===== config.mk =====
export PLATFORM = sky130hd
export DESIGN_NAME = fifo_packer
export DESIGN_NICKNAME = d
export VERILOG_FILES = /design/src/rtl/fifo_packer_pkg.sv /design/src/rtl/fifo_packer_timer.sv /design/src/rtl/fifo_packer.sv
export SDC_FILE = /design/constraint.sdc
export NUM_CORES = 1
export LEC_CHECK = 0
export CORE_UTILIZATION = 35
export DETAILED_ROUTE_END_ITERATION = 8
export GPL_TIMING_DRIVEN = 1
export PLACE_DENSITY_LB_ADDON = 0.2
export SYNTH_ARGS = -nofsm -noshare
export SYNTH_HDL_FRONTEND = slang
export SYNTH_SLANG_ARGS = --single-unit

===== constraint.sdc =====
create_clock -name clk -period 1.54 [get_ports clk]
set_input_delay 0.154 -clock clk [delete_from_list [all_inputs] [get_ports clk]]
set_output_delay 0.154 -clock clk [all_outputs]
set_load 0.01 [all_outputs]

===== src/rtl/fifo_packer_pkg.sv =====
// fifo_packer_pkg: state encoding and lane-index sizing shared by the packer and its idle timer.
// Pure declarations; no latency or backpressure of its own.
package fifo_packer_pkg;

    typedef enum logic {
        FILL = 1'b0,
        HOLD = 1'b1
    } state_e;

    // Keeps the lane counter at least one bit wide even for degenerate ratios.
    function automatic int lane_idx_w(input int ratio);
        return (ratio > 1) ? $clog2(ratio) : 1;
    endfunction

endpackage


===== src/rtl/fifo_packer_timer.sv =====
// fifo_packer_timer: counts idle FILL cycles; expire_o pulses combinationally on the TIMEOUT-th one.
// No backpressure; clear has priority over counting.
module fifo_packer_timer #(
    parameter int TIMEOUT = 16
) (
    input  logic clk,
    input  logic reset,
    input  logic count_en,
    input  logic clear,
    output logic expire_o
);

    localparam int TW = $clog2(TIMEOUT + 1);

    logic [TW-1:0] idle_q;
    logic [TW-1:0] idle_d;

    always_comb begin
        expire_o = count_en && (idle_q == TW'(TIMEOUT - 1));
        idle_d   = idle_q;
        if (clear || expire_o) begin
            idle_d = '0;
        end else if (count_en) begin
            idle_d = idle_q + 1'b1;
        end
    end

    always_ff @(posedge clk) begin
        if (reset) begin
            idle_q <= '0;
        end else begin
            idle_q <= idle_d;
        end
    end

endmodule


===== src/rtl/fifo_packer.sv =====
// fifo_packer: packs RATIO fifo words into one wide beat; beat valid 1 cycle after the last word.
// Backpressure: beat held and fifo reads stall while out_rdy_i=0. Optional idle flush: FIFO_PACKER_TIMEOUT_EN.
module fifo_packer
    import fifo_packer_pkg::*;
#(
    parameter int WIDTH   = 8,
    parameter int RATIO   = 4,
    parameter int TIMEOUT = 16
) (
    input  logic                   clk,
    input  logic                   reset,
    output logic                   fifo_read_o,
    input  logic                   fifo_vld_i,
    input  logic [WIDTH-1:0]       fifo_data_i,
    input  logic                   fifo_empty_i,
    input  logic                   flush_i,
    output logic                   out_vld_o,
    input  logic                   out_rdy_i,
    output logic [WIDTH*RATIO-1:0] out_data_o,
    output logic [RATIO-1:0]       out_keep_o
);

    localparam int CW = lane_idx_w(RATIO);

    if (RATIO < 2 || TIMEOUT < 1) begin : g_bad_param
        $error("fifo_packer: RATIO must be >= 2 and TIMEOUT >= 1");
    end

    state_e                   state_q, state_d;
    logic [CW-1:0]            cnt_q, cnt_d;
    logic [WIDTH*RATIO-1:0]   data_q, data_d, acc_data;
    logic [RATIO-1:0]         keep_q, keep_d, acc_keep;
    logic                     in_fill;
    logic                     accept;
    logic                     last_lane;
    logic                     timeout_hit;

    assign in_fill     = (state_q == FILL);
    assign fifo_read_o = ~reset & ~fifo_empty_i & (in_fill | out_rdy_i);
    // A word can only land while there is room: in FILL, or as the held beat leaves.
    assign accept      = fifo_vld_i & (in_fill | out_rdy_i);
    assign last_lane   = (cnt_q == CW'(RATIO - 1));

`ifdef FIFO_PACKER_TIMEOUT_EN
    fifo_packer_timer #(
        .TIMEOUT (TIMEOUT)
    ) u_timer (
        .clk      (clk),
        .reset    (reset),
        .count_en (in_fill && (cnt_q != '0) && !accept),
        .clear    (accept || !in_fill),
        .expire_o (timeout_hit)
    );
`else
    assign timeout_hit = 1'b0;
`endif

    always_comb begin
        acc_data = data_q;
        acc_keep = keep_q;
        for (int i = 0; i < RATIO; i++) begin
            if (accept && (cnt_q == CW'(i))) begin
                acc_data[i*WIDTH +: WIDTH] = fifo_data_i;
                acc_keep[i]                = 1'b1;
            end
        end

        state_d = state_q;
        cnt_d   = cnt_q;
        data_d  = data_q;
        keep_d  = keep_q;

        case (state_q)
            FILL: begin
                data_d = acc_data;
                keep_d = acc_keep;
                // A completing word absorbs any simultaneous flush into the full beat.
                if ((accept && last_lane) || ((flush_i || timeout_hit) && (|acc_keep))) begin
                    state_d = HOLD;
                    cnt_d   = '0;
                end else if (accept) begin
                    cnt_d = cnt_q + 1'b1;
                end
            end
            HOLD: begin
                if (out_rdy_i) begin
                    state_d = FILL;
                    data_d  = '0;
                    keep_d  = '0;
                    cnt_d   = '0;
                    if (accept) begin
                        data_d[WIDTH-1:0] = fifo_data_i;
                        keep_d[0]         = 1'b1;
                        cnt_d             = CW'(1);
                    end
                end
            end
        endcase
    end

    always_ff @(posedge clk) begin
        if (reset) begin
            state_q <= FILL;
            cnt_q   <= '0;
            data_q  <= '0;
            keep_q  <= '0;
        end else begin
            state_q <= state_d;
            cnt_q   <= cnt_d;
            data_q  <= data_d;
            keep_q  <= keep_d;
        end
    end

    assign out_vld_o  = (state_q == HOLD);
    assign out_data_o = data_q;
    assign out_keep_o = keep_q;

endmodule


==> impl_metrics.tcl <==
set metrics [dict create \
    status "finished clean" \
    max_slew_margin 0.678 \
    crit_end "out_vld_o" \
    skew_ps 4.89 \
    cts_hold_buf 0 \
    cp_max_fo 7 \
    antenna_found_initial 0 \
    clkTransAtPathRegs_ps 80 \
    fp.dieW_um 71.7 \
    critPathMaxStageDelay_ps 520 \
    start_util 0.363 \
    fmaxAchievable_mhz 679 \
    grt_pass1_vias 1538 \
    clock_power_share 0.321 \
    finalSetupViolations 0 \
    r2r_cells 4 \
    power.internal_mw 1.75 \
    wl_met3_um 235 \
    synth.top_cell.area_share 0.459 \
    cp.arrival_ps 1320 \
    cap_violations 0 \
    first_pass_iters 4 \
    rsz0062_at_grt "false" \
    path_delay_family "buffers and inverters" \
    grt_pass1_wl_mm 7.65 \
    cts_inserted_buffers 5 \
    hp-class "register to register" \
    r2r_end "cnt_q[0]$_SDFFE_PP0P_" \
    clk_path_buf_depth 2 \
    p_comb_frac 0.225 \
    fin_setup_tns_ps 0 \
    dp_hpwl_mm 3.25 \
    yosys.cell_types.count 35 \
    drc 0 \
    cts_setup_buffers 0 \
    via_per_inst 5.21 \
    r2r_start "cnt_q[0]$_SDFFE_PP0P_" \
    cts_tree "yes" \
    power.net_switching_mw 0.680 \
    postRouteAntennaNets 0 \
    gp_congestion 0.842 \
    syn_avg_cell_area_um2 8.51 \
    yosysWarnings 0 \
    cp.required_ps 1390 \
    syn_inst 200 \
    ys_ff_latch 39 \
    path_cells "buf_4 -> clkdlybuf4s50_1" \
    drt-wirelength-per-cell_um 14.9 \
    top_layer_used "met4" \
    synth_area_leaders "dfxtp_1, a21oi_1, nand3_1" \
    io_buffers 51 \
    hold_viol_final 0 \
    worstSetupEndpointType "output port" \
    yosys.area.top_type "dfxtp_1" \
    final_common_cell "clkdlybuf4s50_1" \
    numClockSinks 39 \
    clock_latency_ps 290 \
    placed_cell_area_um2 2350 \
    die_height_um 71.7 \
    async_flop_share 0 \
    fin_area_um2 2460 \
    die_area_um2 5140 \
    grt_max_degree 34 \
    drt_iter0_markers 111 \
    fin_nets 278 \
    critPathKind "register to output port" \
    fin_crit_sh 0.957 \
    via_count 1642 \
    finalPower_mw 2.43 \
    slew_violations 0 \
    period_minus_slack_ps 1470 \
    reg2reg_slack_ps 90 \
    gr-total-overflow 0 \
    switching_share 0.280 \
    pin_count 52 \
    synth_nets 218 \
    final_cell_mix "clkdlybuf4s50_1, a21oi_1, dfxtp_1" \
    slowest_stage "clkdlybuf4s50_1" \
    crit_start "out_vld_o$_SDFF_PP0_" \
    synth_edf_count 0 \
    wl_mm 4.68 \
    antennaDiodeCount 0 \
    start_kind "register" \
    crit_buf_inv 2 \
    wl_met2_mm 2.12 \
    p_leak_nw 0.878 \
    syn_to_final_growth_pct 44.6 \
    seq_power_share 0.454 \
    yosysSeqAreaShare 0.459 \
    track_usage 0.193 \
    worst-path-stages 2 \
    htree_levels 2 \
    fillers 463 \
    worst_slew_pin_slew_ps 478 \
    rows 25 \
    ir_drop_v 0.000421 \
    synth_area_um2 1700 \
    drive_gt1_frac 0.149 \
    wl_met1_mm 2.26 \
    power.density_nw_per_um2 989 \
    hold_depth 2 \
    ys.flop_type "dfxtp_1" \
    core_um2 4690 \
    ctsRootBufferMaster "clkbuf_8" \
]
==> sequential cells by signal (all words and copies together), names as in the netlist <==
name and cells:
out_data_o 32, out_keep_o 4, cnt_q 2, out_vld_o 1
==> layout make-up <==
cell class / count / area [um2] / share of cell area
clock buffers: 7 / 96.3 / 0.0392
clock inverters: 1 / 7.51 / 0.00305
repair buffers: 69 / 657 / 0.267
well taps: 54 / 67.6 / 0.0275
inverters: 4 / 15.0 / 0.00610
flip-flops and latches: 39 / 786 / 0.319
multi-input cells: 141 / 831 / 0.338
==> worst min-delay path: stages, from the launching register on <==
cell and delay (ps):
dfxtp_1 310, nand3_1 60, a21oi_1 50
==> timing repair <==
action / CTS / global route
pin swaps: 0 / 1
endpoints found under the setup margin: 3 / 6
resized for setup: 3 / 3
==> how the worst min path moves through the flow <==
stage                          startpoint                           to
3_3_place_gp   out_data_o[0]$_SDFFE_PP0P_   out_data_o[0]$_SDFFE_PP0P_
6_report       out_data_o[0]$_SDFFE_PP0P_   out_data_o[0]$_SDFFE_PP0P_
5_1_grt        out_data_o[6]$_SDFFE_PP0P_   out_data_o[6]$_SDFFE_PP0P_
3_5_place_dp   out_data_o[4]$_SDFFE_PP0P_   out_data_o[4]$_SDFFE_PP0P_
4_1_cts        out_data_o[4]$_SDFFE_PP0P_   out_data_o[4]$_SDFFE_PP0P_
2_1_floorplan              fifo_data_i[2]  out_data_o[10]$_SDFFE_PP0P_
==> synthesized netlist by cell type, types with 2 or more instances <==
cell / count
nand3_1: 32
clkbuf_1: 9
a21oi_1: 35
ha_1: 4
o211ai_1: 8
nand2_1: 27
nor2_1: 3
and3b_2: 3
nor2b_1: 2
dfxtp_1: 39
buf_2: 4
o21a_1: 4
nand3b_1: 4
inv_1: 4
buf_6: 2
==> cell families (layout without fill, tap and decap cells) <==
kind of cell,after synthesis,count (layout),share of synthesized area
flip-flops,39,39,0.459
AO/OA/AOI/OAI,56,56,0.210
adder cells (fa/ha/maj),4,4,0.0294
buffers and inverters,20,81,0.0559
AND/OR/NAND/NOR,81,81,0.246
==> through the flow <==
| step | instances | hold WS [ps] | util | setup WS, ps |
|---|---|---|---|---|
| floorplan | 200 | 290 | - | 79.2 |
| global placement | 307 | 453 | 0.500 | -90.6 |
| detailed placement | 307 | 459 | 0.500 | -120 |
| CTS | 315 | 471 | 0.523 | 8.65 |
| global route | 315 | 485 | 0.524 | 0.397 |
| finish | 315 | 466 | 0.524 | 66.5 |
==> metal layers <==
layer  GRT usage  up-vias
li1            -      838
met1       0.261      753
met2       0.299       45
met3      0.0520        6
met4      0.0654        0
met5           0        -
==> power groups by stage <==
stage	clock [mW]	sequential [mW]	combinational [mW]
after CTS	0.792	1.10	0.546
after global placement	0	1.13	0.539
after detailed placement	0	1.13	0.542
after floorplan	0	1.14	0.273
final	0.780	1.10	0.548
after global routing	0.837	1.11	0.599
No activity file was read; power rests on OpenSTA's default activity.
